<file path="src/rtl/basys3_input_capture_if.sv">
// rtl/basys3_input_capture_if.sv - captured-byte handshake between the input front end and the CPU
//
// Signals:
//   data_out   captured switch byte
//   data_valid data_out holds a byte the CPU has not consumed
//   data_ack   CPU consumes the byte
//   overrun    sticky flag: a capture press arrived while a byte was pending
// Modports: master = input front end, slave = CPU side.
interface basys3_input_capture_if;
  logic [7:0] data_out;
  logic       data_valid;
  logic       data_ack;
  logic       overrun;

  modport master (
    output data_out,
    output data_valid,
    output overrun,
    input  data_ack
  );

  modport slave (
    input  data_out,
    input  data_valid,
    input  overrun,
    output data_ack
  );
endinterface

</file>
<file path="src/rtl/basys3_input_capture.sv">
// rtl/basys3_input_capture.sv - synchronise, debounce and capture Basys3 buttons and switches
//
// Ports:
//   clk, rst        board clock, asynchronous active-high reset
//   sw              raw slide switches
//   btnC..btnL      raw push buttons
//   buttons_stable  debounced buttons {C,U,R,D,L}
//   press_pulse     one-cycle pulse after a debounced button rises, same order
//   sw_stable       debounced switches
//   cap             captured-byte handshake (master side)
// btnC captures sw_stable[7:0], btnU captures sw_stable[15:8].
module basys3_input_capture #(
  parameter int SAMPLE_DIV     = 65536,
  parameter int STABLE_SAMPLES = 4
) (
  input  logic                          clk,
  input  logic                          rst,
  input  logic [15:0]                   sw,
  input  logic                          btnC,
  input  logic                          btnU,
  input  logic                          btnR,
  input  logic                          btnD,
  input  logic                          btnL,
  output logic [4:0]                    buttons_stable,
  output logic [4:0]                    press_pulse,
  output logic [15:0]                   sw_stable,
  basys3_input_capture_if.master        cap
);

  localparam int NCH = 21;
  localparam int TW  = (SAMPLE_DIV > 2) ? $clog2(SAMPLE_DIV) : 1;
  localparam int CW  = (STABLE_SAMPLES > 1) ? $clog2(STABLE_SAMPLES) : 1;
  localparam logic [TW-1:0] TICK_LAST = TW'(SAMPLE_DIV - 1);
  localparam logic [CW-1:0] CNT_LAST  = CW'(STABLE_SAMPLES - 1);

  // Channel order: bits 20:5 switches, bits 4:0 buttons {C,U,R,D,L}.
  logic [NCH-1:0] raw;
  logic [NCH-1:0] sync1;
  logic [NCH-1:0] sync2;
  logic [NCH-1:0] stable;
  logic [CW-1:0]  ch_cnt [NCH];
  logic [TW-1:0]  tick_cnt;
  logic           tick;
  logic [4:0]     btn_prev;

  assign raw            = {sw, btnC, btnU, btnR, btnD, btnL};
  assign buttons_stable = stable[4:0];
  assign sw_stable      = stable[20:5];
  assign tick           = (tick_cnt == TICK_LAST);

  always_ff @(posedge clk or posedge rst) begin
    if (rst) begin
      sync1 <= '0;
      sync2 <= '0;
    end else begin
      sync1 <= raw;
      sync2 <= sync1;
    end
  end

  always_ff @(posedge clk or posedge rst) begin
    if (rst) begin
      tick_cnt <= '0;
    end else if (tick) begin
      tick_cnt <= '0;
    end else begin
      tick_cnt <= tick_cnt + TW'(1);
    end
  end

  // A channel accepts a new level only after STABLE_SAMPLES consecutive ticks
  // disagree with the current stable value; any agreeing tick restarts the count.
  always_ff @(posedge clk or posedge rst) begin
    if (rst) begin
      stable <= '0;
      for (int i = 0; i < NCH; i++) ch_cnt[i] <= '0;
    end else if (tick) begin
      for (int i = 0; i < NCH; i++) begin
        if (sync2[i] == stable[i]) begin
          ch_cnt[i] <= '0;
        end else if (ch_cnt[i] == CNT_LAST) begin
          stable[i] <= sync2[i];
          ch_cnt[i] <= '0;
        end else begin
          ch_cnt[i] <= ch_cnt[i] + CW'(1);
        end
      end
    end
  end

  always_ff @(posedge clk or posedge rst) begin
    if (rst) begin
      btn_prev    <= '0;
      press_pulse <= '0;
    end else begin
      btn_prev    <= buttons_stable;
      press_pulse <= buttons_stable & ~btn_prev;
    end
  end

  typedef enum logic {IDLE, HOLD} state_t;
  state_t state;

  always_ff @(posedge clk or posedge rst) begin
    if (rst) begin
      state          <= IDLE;
      cap.data_out   <= '0;
      cap.data_valid <= 1'b0;
      cap.overrun    <= 1'b0;
    end else begin
      case (state)
        IDLE: begin
          // C has priority; a coincident U press is silently dropped.
          if (press_pulse[4]) begin
            cap.data_out   <= sw_stable[7:0];
            cap.data_valid <= 1'b1;
            state          <= HOLD;
          end else if (press_pulse[3]) begin
            cap.data_out   <= sw_stable[15:8];
            cap.data_valid <= 1'b1;
            state          <= HOLD;
          end
        end
        HOLD: begin
          if (press_pulse[4] || press_pulse[3]) cap.overrun <= 1'b1;
          if (cap.data_ack) begin
            cap.data_valid <= 1'b0;
            state          <= IDLE;
          end
        end
        default: state <= IDLE;
      endcase
    end
  end

endmodule

</file>
<file path="src/flat_wrapper.sv">
// flat-port wrapper written by rule: the top's interface ports become plain ports
module basys3_input_capture_flat 
#(
  parameter int SAMPLE_DIV     = 65536,
  parameter int STABLE_SAMPLES = 4
)
  (clk, rst, sw, btnC, btnU, btnR, btnD, btnL, buttons_stable, press_pulse, sw_stable, cap_data_out, cap_data_valid, cap_overrun, cap_data_ack);
  basys3_input_capture_if cap_i ();
  input  logic clk;
  input  logic rst;
  input  logic [15:0] sw;
  input  logic btnC;
  input  logic btnU;
  input  logic btnR;
  input  logic btnD;
  input  logic btnL;
  output logic [4:0] buttons_stable;
  output logic [4:0] press_pulse;
  output logic [15:0] sw_stable;
  output wire logic [$bits(cap_i.data_out)-1:0] cap_data_out;
  output wire logic [$bits(cap_i.data_valid)-1:0] cap_data_valid;
  output wire logic [$bits(cap_i.overrun)-1:0] cap_overrun;
  input wire logic [$bits(cap_i.data_ack)-1:0] cap_data_ack;
  assign cap_data_out = cap_i.data_out;
  assign cap_data_valid = cap_i.data_valid;
  assign cap_overrun = cap_i.overrun;
  assign cap_i.data_ack = cap_data_ack;
  basys3_input_capture #(.SAMPLE_DIV(SAMPLE_DIV), .STABLE_SAMPLES(STABLE_SAMPLES)) u_core (.clk(clk), .rst(rst), .sw(sw), .btnC(btnC), .btnU(btnU), .btnR(btnR), .btnD(btnD), .btnL(btnL), .buttons_stable(buttons_stable), .press_pulse(press_pulse), .sw_stable(sw_stable), .cap(cap_i));
endmodule
</file>
<file path="config.mk">
export PLATFORM = sky130hd
export DESIGN_NAME = basys3_input_capture_flat
export DESIGN_NICKNAME = d
export VERILOG_FILES = /design/src/rtl/basys3_input_capture_if.sv /design/src/rtl/basys3_input_capture.sv /design/src/flat_wrapper.sv
export SDC_FILE = /design/constraint.sdc
export NUM_CORES = 1
export LEC_CHECK = 0
export ABC_AREA = 1
export ABC_CLOCK_PERIOD_IN_PS = 5750
export BUFFER_PORTS_ARGS = -buffer_cell sky130_fd_sc_hd__buf_2
export CORE_MARGIN = 5
export CORE_UTILIZATION = 46
export DETAILED_ROUTE_END_ITERATION = 8
export SKIP_CTS_REPAIR_TIMING = 1
export SLEW_MARGIN = 0
export SYNTH_ARGS = -nofsm -noshare
export SYNTH_HDL_FRONTEND = slang
export SYNTH_SLANG_ARGS = --single-unit
</file>
<file path="constraint.sdc">
create_clock -name clk -period 5.75 [get_ports clk]
set_input_delay 0.2875 -clock clk [delete_from_list [all_inputs] [get_ports clk]]
set_output_delay 0.2875 -clock clk [all_outputs]
set_load 0.05 [all_outputs]
</file>
==> impl_metrics.env <==
export IMPL_synth_area_sq_mm=0.00626
export IMPL_arrival_ns=3.14
export IMPL_maxSlewViolCount=0
export IMPL_period_minus_slack_ns=2.80
export IMPL_drt_pass1_iter_count=4
export IMPL_clk_path_buf_depth=2
export IMPL_ff_latch_area_sq_mm=0.00355
export IMPL_grt_max_degree=78
export IMPL_numCtsBuffers=17
export IMPL_port_buffers=59
export IMPL_ys_types=24
export IMPL_failed_checks="hold timing"
export IMPL_start_kind="flip-flop"
export IMPL_finalHoldViolations=10
export IMPL_finalWorstSetupSlack_ns=2.95
export IMPL_die_w_microns=127
export IMPL_clock_skew_ns=0.00533
export IMPL_worstPathMaxFanout=41
export IMPL_worstSetupEndpointType="flip-flop"
export IMPL_dp_slack_ns=2.93
export IMPL_path_clk_slew_ns=0.06
export IMPL_dieArea_sq_mm=0.0160
export IMPL_place_congestion=0.774
export IMPL_powerDensity_mw_per_mm2=286
export IMPL_area_growth_pct=19.2
export IMPL_drive_gt1_share_pct=15.4
export IMPL_multi_input_area_sq_mm=0.00223
export IMPL_place_hpwl_microns=8340
export IMPL_core_area_sq_mm=0.0133
export IMPL_worstSkewPairLatency_ns=0.41
export IMPL_rsz0062_at_grt="false"
export IMPL_grt_pass1_vias=4751
export IMPL_clk_root_buffer_cell="clkbuf_16"
export IMPL_whs_ns=-0.0130
export IMPL_htreeDepth=4
export IMPL_p_leak_nw=3.96
export IMPL_overflow=0
export IMPL_antenna_found_initial=0
export IMPL_setup_viol_count_final=0
export IMPL_drc=0
export IMPL_ys_seq_elements=142
export IMPL_fillers=1208
export IMPL_criticalPathCategory="flip-flop to flip-flop"
export IMPL_status="complete, but fails checks"
export IMPL_tightest_slew_ns=0.809
export IMPL_grt_usage_pct=16.8
export IMPL_tns_ns=0
export IMPL_top_level_ports=60
export IMPL_grt_first_pass_wirelength_microns=21600
export IMPL_antennaDiodeCount=0
export IMPL_syn_area_per_cell_sq_um=8.88
export IMPL_wl_per_cell_microns=12.9
export IMPL_nets=836
export IMPL_cts_tree="done"
export IMPL_slew_limit_headroom_pct=46.1
export IMPL_vias=4706
export IMPL_final_cell_mix="nand2_1, dfrtp_1, inv_1, nand3_1, buf_2"
export IMPL_final_common_cell="nand2_1"
export IMPL_drt_initial_drc_count=341
export IMPL_ys_seq_area_share_pct=56.8
export IMPL_period_share_pct=48.8
export IMPL_start_util_pct=47.1
export IMPL_yosysWarnings=0
export IMPL_vdd_drop_max_uv=188
export IMPL_fp_dieH_microns=127
export IMPL_drv_cap=0
export IMPL_rows=42
export IMPL_syn_inst=705
export IMPL_cp_data_required_time_ns=6.09
export IMPL_fmax_mhz=357
export IMPL_clock_sinks=142
export IMPL_hold_class="primary input to async pin"
export IMPL_syn_num_nets=751
export IMPL_antenna_left=0
export IMPL_vias_per_cell=4.81
export IMPL_wl_microns=12600
[registers in the layout, summed over array words and instances, names as in the netlist]
register and cells:
u_core.btn_prev 5, u_core.cap.data_out 8, u_core.cap.data_valid 1, u_core.cap.overrun 1, u_core.ch_cnt 42, u_core.press_pulse 5
u_core.stable 21, u_core.state 1, u_core.sync1 21, u_core.sync2 21, u_core.tick_cnt 16
[worst paths after layout]
check	start	cells past startpoint	endpoint	slack, ns
min reg2reg	u_core.sync1[1]	0	u_core.sync2[1]	0.34
max	u_core.tick_cnt[0]	9	u_core.ch_cnt[7]	2.95
max reg2reg	u_core.tick_cnt[0]	9	u_core.ch_cnt[7]	2.95
max in group asynchronous	rst	3	u_core.stable[18]	4.48
min	rst	2	u_core.sync1[2]	-0.01
min in group clk	cap_data_ack	2	u_core.state	0.07
[where the power goes]
| part | leakage, nW | switching (mW) | internal [mW] |
|---|---|---|---|
| Clock | 0.283 | 0.388 | 0.662 |
| Combinational | 1.81 | 0.0361 | 0.0218 |
| Sequential | 1.87 | 0.00824 | 1.02 |
[stage by stage]
| stage | hold WS [ns] | cells | cell area [sq um] | power [mW] | util (%) |
|---|---|---|---|---|---|
| 3_5_place_dp | 0.335 | 926 | 6670 | 1.09 | 50.2 |
| 4_1_cts | -0.0468 | 958 | 7250 | 2.15 | 54.5 |
| 5_1_grt | 0.0458 | 979 | 7460 | 2.22 | 56.1 |
| 2_1_floorplan | 0.319 | 705 | 6260 | 1.07 | - |
| 6_report | -0.0130 | 979 | 7460 | 2.13 | 56.1 |
| 3_3_place_gp | 0.334 | 926 | 6670 | 1.09 | 50.2 |
[Yosys cell counts (all sizes together)]
cell type | instances | share of area (%)
buf | 18 | 2.2
nand2 | 237 | 15
o21bai | 4 | 0.48
nor3 | 24 | 1.9
clkbuf | 1 | 0.060
a21oi | 2 | 0.16
clkinv | 1 | 0.080
o21ai | 39 | 4.0
dfrtp | 142 | 57
nand4 | 2 | 0.20
nand3 | 71 | 5.7
a22oi | 1 | 0.12
xor2 | 6 | 0.84
inv | 86 | 5.2
ha | 22 | 4.4
nor2 | 49 | 3.2
[worst max-delay path: stages (launching register included)]
cell and delay (ns):
dfrtp_1 0.40, ha_1 0.23, nand3_1 0.16, inv_2 0.07, nand2_4 0.09, clkinv_2 0.38
nand2_2 0.63, buf_4 0.52, nand2_1 0.13, o21ai_2 0.08
[kinds of logic (layout without fill, tap and decap cells)]
kind of cell | Yosys count | count (layout) | share of synthesized area, %
DFF | 142 | 142 | 56.8
AOI/OAI and AO/OA | 46 | 46 | 4.72
and+or+nand+nor | 383 | 383 | 25.7
buffers and inverters | 106 | 204 | 7.54
xor gates and xnor gates | 6 | 6 | 0.839
adders and majority gates | 22 | 22 | 4.40
[final cells by class]
class	count	share of cell area, %
inverter	87	4.46
multi-input combinational	457	30.0
tap	176	2.95
timing repair buffer	85	7.28
clock buffer	27	7.01
sequential	142	47.6
clock inverter	5	0.704
[layer usage]
layer | part of all wire [%] | GRT usage, % | wire [microns]
met5 | 0 | 0 | 0
met4 | 1.9 | 6.94 | 245
met3 | 5.0 | 4.88 | 627
met2 | 48 | 27.0 | 6020
met1 | 45 | 21.4 | 5750
Power figures use the tool's default switching activity.
